[src/rtl/lfsr16.sv]
// 16-bit Fibonacci LFSR, taps 16,14,13,11 (maximal length).
// Advances once per cycle while en is high; SEED must be nonzero.
module lfsr16 #(
    parameter logic [15:0] SEED = 16'hACE1
) (
    input  logic        clk,
    input  logic        rst,
    input  logic        en,
    output logic [15:0] q
);

    logic [15:0] r_q;
    logic        w_fb;

    assign w_fb = r_q[15] ^ r_q[13] ^ r_q[12] ^ r_q[10];
    assign q    = r_q;

    // Shift register state: reload seed on reset, shift in feedback when enabled.
    always_ff @(posedge clk) begin
        if (rst) begin
            r_q <= SEED;
        end else if (en) begin
            r_q <= {r_q[14:0], w_fb};
        end else begin
            r_q <= r_q;
        end
    end

endmodule

[config.mk]
export PLATFORM = sky130hd
export DESIGN_NAME = lfsr16
export DESIGN_NICKNAME = d
export VERILOG_FILES = /design/src/rtl/lfsr16.sv
export SDC_FILE = /design/constraint.sdc
export NUM_CORES = 1
export LEC_CHECK = 0
export BUFFER_PORTS_ARGS = -buffer_cell sky130_fd_sc_hd__buf_2
export CAP_MARGIN = 20
export CELL_PAD_IN_SITES_DETAIL_PLACEMENT = 1
export CELL_PAD_IN_SITES_GLOBAL_PLACEMENT = 1
export CORE_MARGIN = 3
export CORE_UTILIZATION = 36
export DETAILED_ROUTE_END_ITERATION = 7
export GPL_TIMING_DRIVEN = 0
export PLACE_DENSITY = 0.75
export SYNTH_ARGS = -nofsm -noshare
export SYNTH_HDL_FRONTEND = slang
export SYNTH_SLANG_ARGS = --single-unit
[constraint.sdc]
create_clock -name clk -period 1.1 [get_ports clk]
set_input_delay 0.11 -clock clk [delete_from_list [all_inputs] [get_ports clk]]
set_output_delay 0.11 -clock clk [all_outputs]
set_load 0.03 [all_outputs]
==> results of run 1 <==
final timing paths:
| kind | start | to | slack (ps) | depth (start not counted) |
|---|---|---|---|---|
| worst max-delay path | q[10]$_SDFFE_PP1P_ | q[10] | 50 | 1 |
| worst min-delay path | rst | q[3]$_SDFFE_PP0P_ | 140 | 2 |
| worst max register to register | q[10]$_SDFFE_PP1P_ | q[0]$_SDFFE_PP1P_ | 210 | 3 |
| worst min register to register | q[7]$_SDFFE_PP1P_ | q[7]$_SDFFE_PP1P_ | 510 | 2 |
repair_timing:
| action | 4_1_cts | 5_1_grt |
|---|---|---|
| gates resized for setup | 0 | 1 |
| endpoints found under the setup margin | 0 | 1 |
| endpoints found under the hold margin | 0 | 0 |
per-stage QoR:
step / util [%] / std cells
3_3_place_gp: 46.1 / 87
3_5_place_dp: 46.1 / 87
5_1_grt: 48.6 / 91
2_1_floorplan: - / 55
6_report: 48.6 / 91
4_1_cts: 48.5 / 91
area by class of cell:
type	instances	share of cell area, %
Sequential cell	16	42.5
Buffer	3	4.79
Multi-Input combinational cell	35	34.2
Tap cell	16	2.64
Clock buffer	4	4.79
Timing Repair Buffer	16	10.6
Inverter	1	0.496
routing by layer:
layer  share of wire, %  vias to the layer above  wire, um
li1                   -                      221         -
met1                 47                      210       561
met2                 46                       12       553
met3                5.8                        2        70
met4                1.2                        0        15
met5                  0                        -         0
cells by family (layout without fill, tap and decap cells):
group           after synthesis  after routing
flops                        16             16
simple gates                 16             16
mux                          15             15
buf+inv                       4             24
xor+xnor                      3              3
compound gates                1              1
power breakdown:
part	internal (W)	leakage [nW]	switching (W)
registers	0.000621	0.133	0.0000381
clock network	0.000201	0.0210	0.000182
logic	0.0000968	0.224	0.000151
total	0.000919	0.378	0.000371
cells in the final DEF (no fill, tap or decap):
cell      instances
dfxtp_1          15
buf_6             1
xnor2_2           2
dfxtp_2           1
buf_12            1
clkbuf_4          3
clkbuf_2          1
nor3_1            1
clkbuf_8          1
mux2i_1          15
a31oi_1           1
nor2_1            8
nand2_1           7
xnor2_1           1
inv_1             1
buf_2            16
==> summary.md, run 1 <==
| Metric | Value |
|---|---|
| CTS tree | `built` |
| DRC | `0` |
| Synth Register Bits | `16` |
| Via count | `445` |
| XOR/XNOR Fraction of Synth Area | `6.67%` |
| Post-CTS setup buffer count | `0` |
| First-pass GRT wire length | `1.90 mm` |
| Worst path max stage delay | `430 ps` |
| Initial antenna violation count | `0` |
| Max VDD drop | `1.07 mV` |
| Worst path bufs/invs | `1` |
| Initial Util | `39.7%` |
| Synth cell count leaders | `dfxtp_1 (16), mux2i_1 (15), nor2_1 (8)` |
| Largest register FFs | `16` |
| Placed Area | `719 sq um` |
| Rows | `14` |
| CP startpoint kind | `flop` |
| Initial DRC count | `1` |
| Crit path kind | `flop to primary output` |
| # Max-Cap Violations | `0` |
| HPWL Detailed | `883 um` |
| Status | `finished, final reports clean` |
| Flip-flop and latch area | `322 sq um` |
| PortBufs | `16` |
| Critical-path cell list | `buf_2` |
| GR Util met1 | `14.5%` |
| Top-Level Pins | `19` |
| WHS | `144 ps` |
| Final WS setup | `53.1 ps` |
| Congestion Overflow GR | `0` |
| Pre-Repair DR Iteration Count | `3` |
| Finished Cell Area | `757 sq um` |
| Power per cell area | `1700 nW/um^2` |
| Final nets | `79` |
| Grt peak-use layer | `met2` |
| Final Max Tran Viols | `0` |
| Multi-input gate area | `259 sq um` |
| Max Clk Rate | `955 MHz` |
| Synth warnings | `0` |
| Fraction of registers with async set/reset | `0%` |
| Routability cong. | `0.676` |
| Routed wire length | `1.20 mm` |
| Post-synth EDFFs | `0` |
| CTS H-tree depth | `1` |
| Setup-failing EPs final | `0` |
| Total power | `0.00129 W` |
| GRT Total Usage | `12.6%` |
| Latest clock arrival within the worst-skew pair | `280 ps` |
| Die area | `2250 sq um` |
| Via density | `4.89` |
| CP Capture Type | `primary output` |
| Max stage delay cell, worst path | `dfxtp_1` |
| Synth cell types | `12` |
| Gate Count Post-Synth | `55` |
| Simple-gate share of the synthesized area | `9.90%` |
| Final ANT Viol Nets | `0` |
| Setup TNS Final | `0 ps` |
| CP Max Fanout | `4` |
| Mux share of post-synthesis cell area | `24.2%` |
| CTS buffer count | `3` |
| Final hold violations | `0` |
| Worst path required time | `990 ps` |
| Cell Area, Synth | `619 sq um` |
| Die X | `47.5 um` |
| Die height | `47.5 um` |
| Syn avg cell area | `11.3 sq um` |
| Predominant post-synthesis flop cell | `dfxtp_1` |
| Cts hold-fix bufs | `0` |
| CP Data Arrival Time | `940 ps` |
| RSZ-0062 raised after global routing | `false` |
| Net count after synthesis | `58` |
| Post-synthesis adder-cell area fraction | `0%` |
| Leakage power | `0.378 nW` |
| Largest family of logic cells by synthesized area | `multiplexers` |
| Layout fillers | `186` |
| Largest net degree at the start of global routing | `11` |
| Routed len/inst | `13.2 um` |
| Slew HR | `83.3%` |
| CTS root buffer | `clkbuf_4` |
| Top cell type's share of synthesized area | `51.7%` |
| Final period utilization | `95.2%` |
| Number of global-route vias before repair | `422` |
| Met3 usage | `3.38%` |
| Cell taking the most area after synthesis | `dfxtp_1` |
| Met2 global-route usage | `20.3%` |
| Synth top area cells | `dfxtp_1 (52%), mux2i_1 (24%), xnor2_2 (5.3%)` |
| Antenna Cells | `0` |
| CTS max path bufs | `2` |
| Hold WC Path Type | `input port to flop` |
| CP top delay family | `flip-flops` |
| Clock Skew | `7.15 ps` |
| Post-synthesis compound-gate area fraction | `1.01%` |
| Fraction of layout cells with a size suffix above 1 | `34.7%` |
| Sequential fraction of the synthesis area | `51.7%` |
| Most numerous cell in the Yosys netlist | `dfxtp_1` |
| CTS sink cnt | `16` |
| Worst Tran Pin Value | `251 ps` |
| Area Overhead vs Synth | `22.2%` |
| Core area | `1560 sq um` |
| Min cycle time layout | `1050 ps` |
| Pre-CTS setup slack | `203 ps` |
| Clk slew on worst S/H paths | `100 ps` |
No activity file was read; power rests on OpenSTA's default activity.
==> run 2, diff against run 1 <==
Settings changed: CORE_UTILIZATION 36 to 32, PLACE_DENSITY 0.75 to 0.7.
Clock period 1.1 ns to 0.86 ns, I/O delays scaled along.
==> run 2 against run 1 <==
Against the previous run: the flow now finishes with violations (negative setup slack); cell area grew 32%; clock power grew 8.6%; critical path type unchanged; global-route usage grew 2.2 points; highest routed layer unchanged; via count grew 16%; critical path depth is the same; flip-flop and latch count is the same; non-clock buffer count grew 15; die area grew 11%; routed wire length grew 32%; first-iteration DRC count grew to 3.0 times the previous value.
==> summary.md, run 2 (synthesis gave the netlist of run 1 again) <==
| Metric | Value |
|---|---|
| Inst Count DP | `96 (+10%)` |
| Die height | `50.0 um (+5.3%)` |
| Max stage delay cell, worst path | `dfxtp_4` |
| Congestion Overflow GR | `0 (unchanged)` |
| Non-Filler Instances | `115 (+26%)` |
| CTS sink cnt | `16 (unchanged)` |
| Crit path kind | `flop to primary output` |
| Routed len/inst | `13.8 um (+4.8%)` |
| Via density | `4.48 (-8.4%)` |
| FF-to-FF setup slack | `-30 ps (-240 ps)` |
| Largest net degree at the start of global routing | `11 (unchanged)` |
| CP Max Fanout | `3 (-1)` |
| Switching share of power | `29.5% (+0.78 points)` |
| Rows | `15 (+1)` |
| Status | `finished with violations` |
| Critical-path cell list | `buf_6` |
| Worst Tran Pin Value | `286 ps (+35.7 ps)` |
| Hold WC Path Type | `input port to flop` |
| Latest clock arrival within the worst-skew pair | `290 ps (about the same)` |
| Leakage power | `0.479 nW (+27%)` |
| Slew HR | `80.9% (-2.4 points)` |
| First-pass GRT wire length | `2.73 mm (+44%)` |
| Min cycle time layout | `893 ps` |
| Routed wire length | `1.59 mm (+32%)` |
| Most common cell after layout, fill and taps aside | `buf_6` |
| Switching Power | `0.000512 W (+38%)` |
| Setup-failing EPs final | `5 (+5)` |
| Max VDD drop | `1.02 mV (-5.0%)` |
| Worst path required time | `770 ps (-220 ps)` |
| Number of global-route vias before repair | `580 (+37%)` |
| CTS root buffer | `clkbuf_4` |
| Pint | `0.00122 W (+33%)` |
| Final period utilization | `104%` |
| CTS tree | `built` |
| Cts hold-fix bufs | `0 (unchanged)` |
| Clk slew on worst S/H paths | `100 ps (about the same)` |
| RR Endpoint | `q[0]$_SDFFE_PP1P_` |
| CTS max path bufs | `2 (unchanged)` |
| CP Data Arrival Time | `810 ps (-130 ps)` |
| Top-Level Pins | `19 (unchanged)` |
| Final hold violations | `0 (unchanged)` |
| Via count | `515 (+16%)` |
| Clock Skew | `12.8 ps (+5.63 ps)` |
| HPWL Detailed | `896 um (+1.5%)` |
| Fraction of layout cells with a size suffix above 1 | `61.1% (+26 points)` |
| Area Overhead vs Synth | `61.4%` |
| Comb pwr share | `26.8% (+7.6 points)` |
| Initial DRC count | `3 (+2)` |
| Max Clk Rate | `1120 MHz` |
| Clock network fraction of total power | `24.0% (-5.7 points)` |
| Fin util | `56.1% (+7.5 points)` |
| Final WS setup | `-33.3 ps (-86.3 ps)` |
| Worst path max stage delay | `380 ps (-50 ps)` |
| Power per cell area | `1730 nW/um^2 (+1.7%)` |
| PortBufs | `16 (unchanged)` |
| Final nets | `94 (+19%)` |
| Start point of the critical path | `q[10]$_SDFFE_PP1P_` |
| CTS H-tree depth | `1 (unchanged)` |
| GRT Total Usage | `14.8% (+2.2 points)` |
| DRC | `0 (unchanged)` |
| Crit path to | `q[10]` |
| RSZ-0062 raised after global routing | `true` |
| Seq pwr share | `49.2% (-1.9 points)` |
| Pre-Repair DR Iteration Count | `3 (unchanged)` |
| CP Depth | `1 (unchanged)` |
| Failing checks | `negative setup slack` |
| Initial Util | `34.7% (-5.0 points)` |
| Final Max Tran Viols | `0 (unchanged)` |
| Routability cong. | `0.680 (+0.70%)` |
| CP startpoint kind | `flop` |
| Final ANT Viol Nets | `0 (unchanged)` |
| Largest register FFs | `16 (unchanged)` |
| CP Capture Type | `primary output` |
| Core area | `1780 sq um (+14%)` |
| Worst path bufs/invs | `1 (unchanged)` |
| CTS buffer count | `3 (unchanged)` |
| Pre-CTS setup slack | `-9.10 ps (-212 ps)` |
| Reg2reg start | `q[13]$_SDFFE_PP1P_` |
| # Max-Cap Violations | `0 (unchanged)` |
| CP top delay family | `flip-flops` |
| Initial antenna violation count | `0 (unchanged)` |
| Reg2reg path depth | `3 (unchanged)` |
| Die area | `2500 sq um (+11%)` |
| Commonest cells after routing, fill and taps aside | `buf_6 (17), mux2i_1 (15), buf_4 (15), dfxtp_2 (12), nor2_1 (8)` |
| Layout fillers | `204 (+9.7%)` |
| Die X | `50.0 um (+5.3%)` |
| Antenna Cells | `0 (unchanged)` |
## run 2: worst register-to-register path, cell delays in order, from the launching register on
cell	delay (ps)
dfxtp_4	370
xnor2_2	160
xnor2_1	130
a31oi_1	100
## run 2: metal layers
layer | GRT usage [%] | part of all wire, %
met4 | 4.15 | 1.0
met1 | 15.3 | 41
met5 | 0 | 0
met3 | 5.74 | 4.8
met2 | 27.0 | 54
## run 2: how the worst min path moves through the flow
stage / to / cells past startpoint / startpoint
finish: q[12]$_SDFFE_PP0P_ / 2 / rst
global route: q[14]$_SDFFE_PP0P_ / 2 / rst
CTS: q[12]$_SDFFE_PP0P_ / 2 / rst
detailed placement: q[12]$_SDFFE_PP0P_ / 2 / rst
global placement: q[12]$_SDFFE_PP0P_ / 2 / rst
floorplan: q[12]$_SDFFE_PP0P_ / 2 / rst
## run 2: power by group through the flow
stage | Clock (W) | Sequential [W] | Combinational, W
floorplan | 0 | 0.000959 | 0.000141
global placement | 0 | 0.000858 | 0.000315
detailed placement | 0 | 0.000861 | 0.000320
CTS | 0.000435 | 0.000851 | 0.000456
global route | 0.000468 | 0.000862 | 0.000490
finish | 0.000417 | 0.000852 | 0.000464
## run 2: per-stage QoR
| step | hold WS, ps | total power [W] | setup TNS [ps] | cell area (sq um) |
|---|---|---|---|---|
| after detailed placement | 421 | 0.00118 | -9.10 | 746 |
| final | 106 | 0.00173 | -159 | 1000 |
| after floorplan | 347 | 0.00110 | 0 | 634 |
| after global routing | 124 | 0.00182 | -604 | 1000 |
| after CTS | 99.6 | 0.00174 | -192 | 992 |
| after global placement | 411 | 0.00117 | 0 | 746 |
## run 2: timing repair
item                       CTS  global route
resized for setup           44             0
setup endpoints to repair   17            18
setup buffers               14             1
pin swaps                    2             0
## run 2: area by class of cell
cell class | count | area [sq um] | share of cell area (%)
timing repair buffer | 31 | 293 | 29.3
buffer | 3 | 36.3 | 3.63
clock buffer | 4 | 26.3 | 2.63
multi-input combinational | 35 | 259 | 25.9
tap | 25 | 31.3 | 3.13
inverter | 1 | 3.75 | 0.375
sequential | 16 | 350 | 35.0
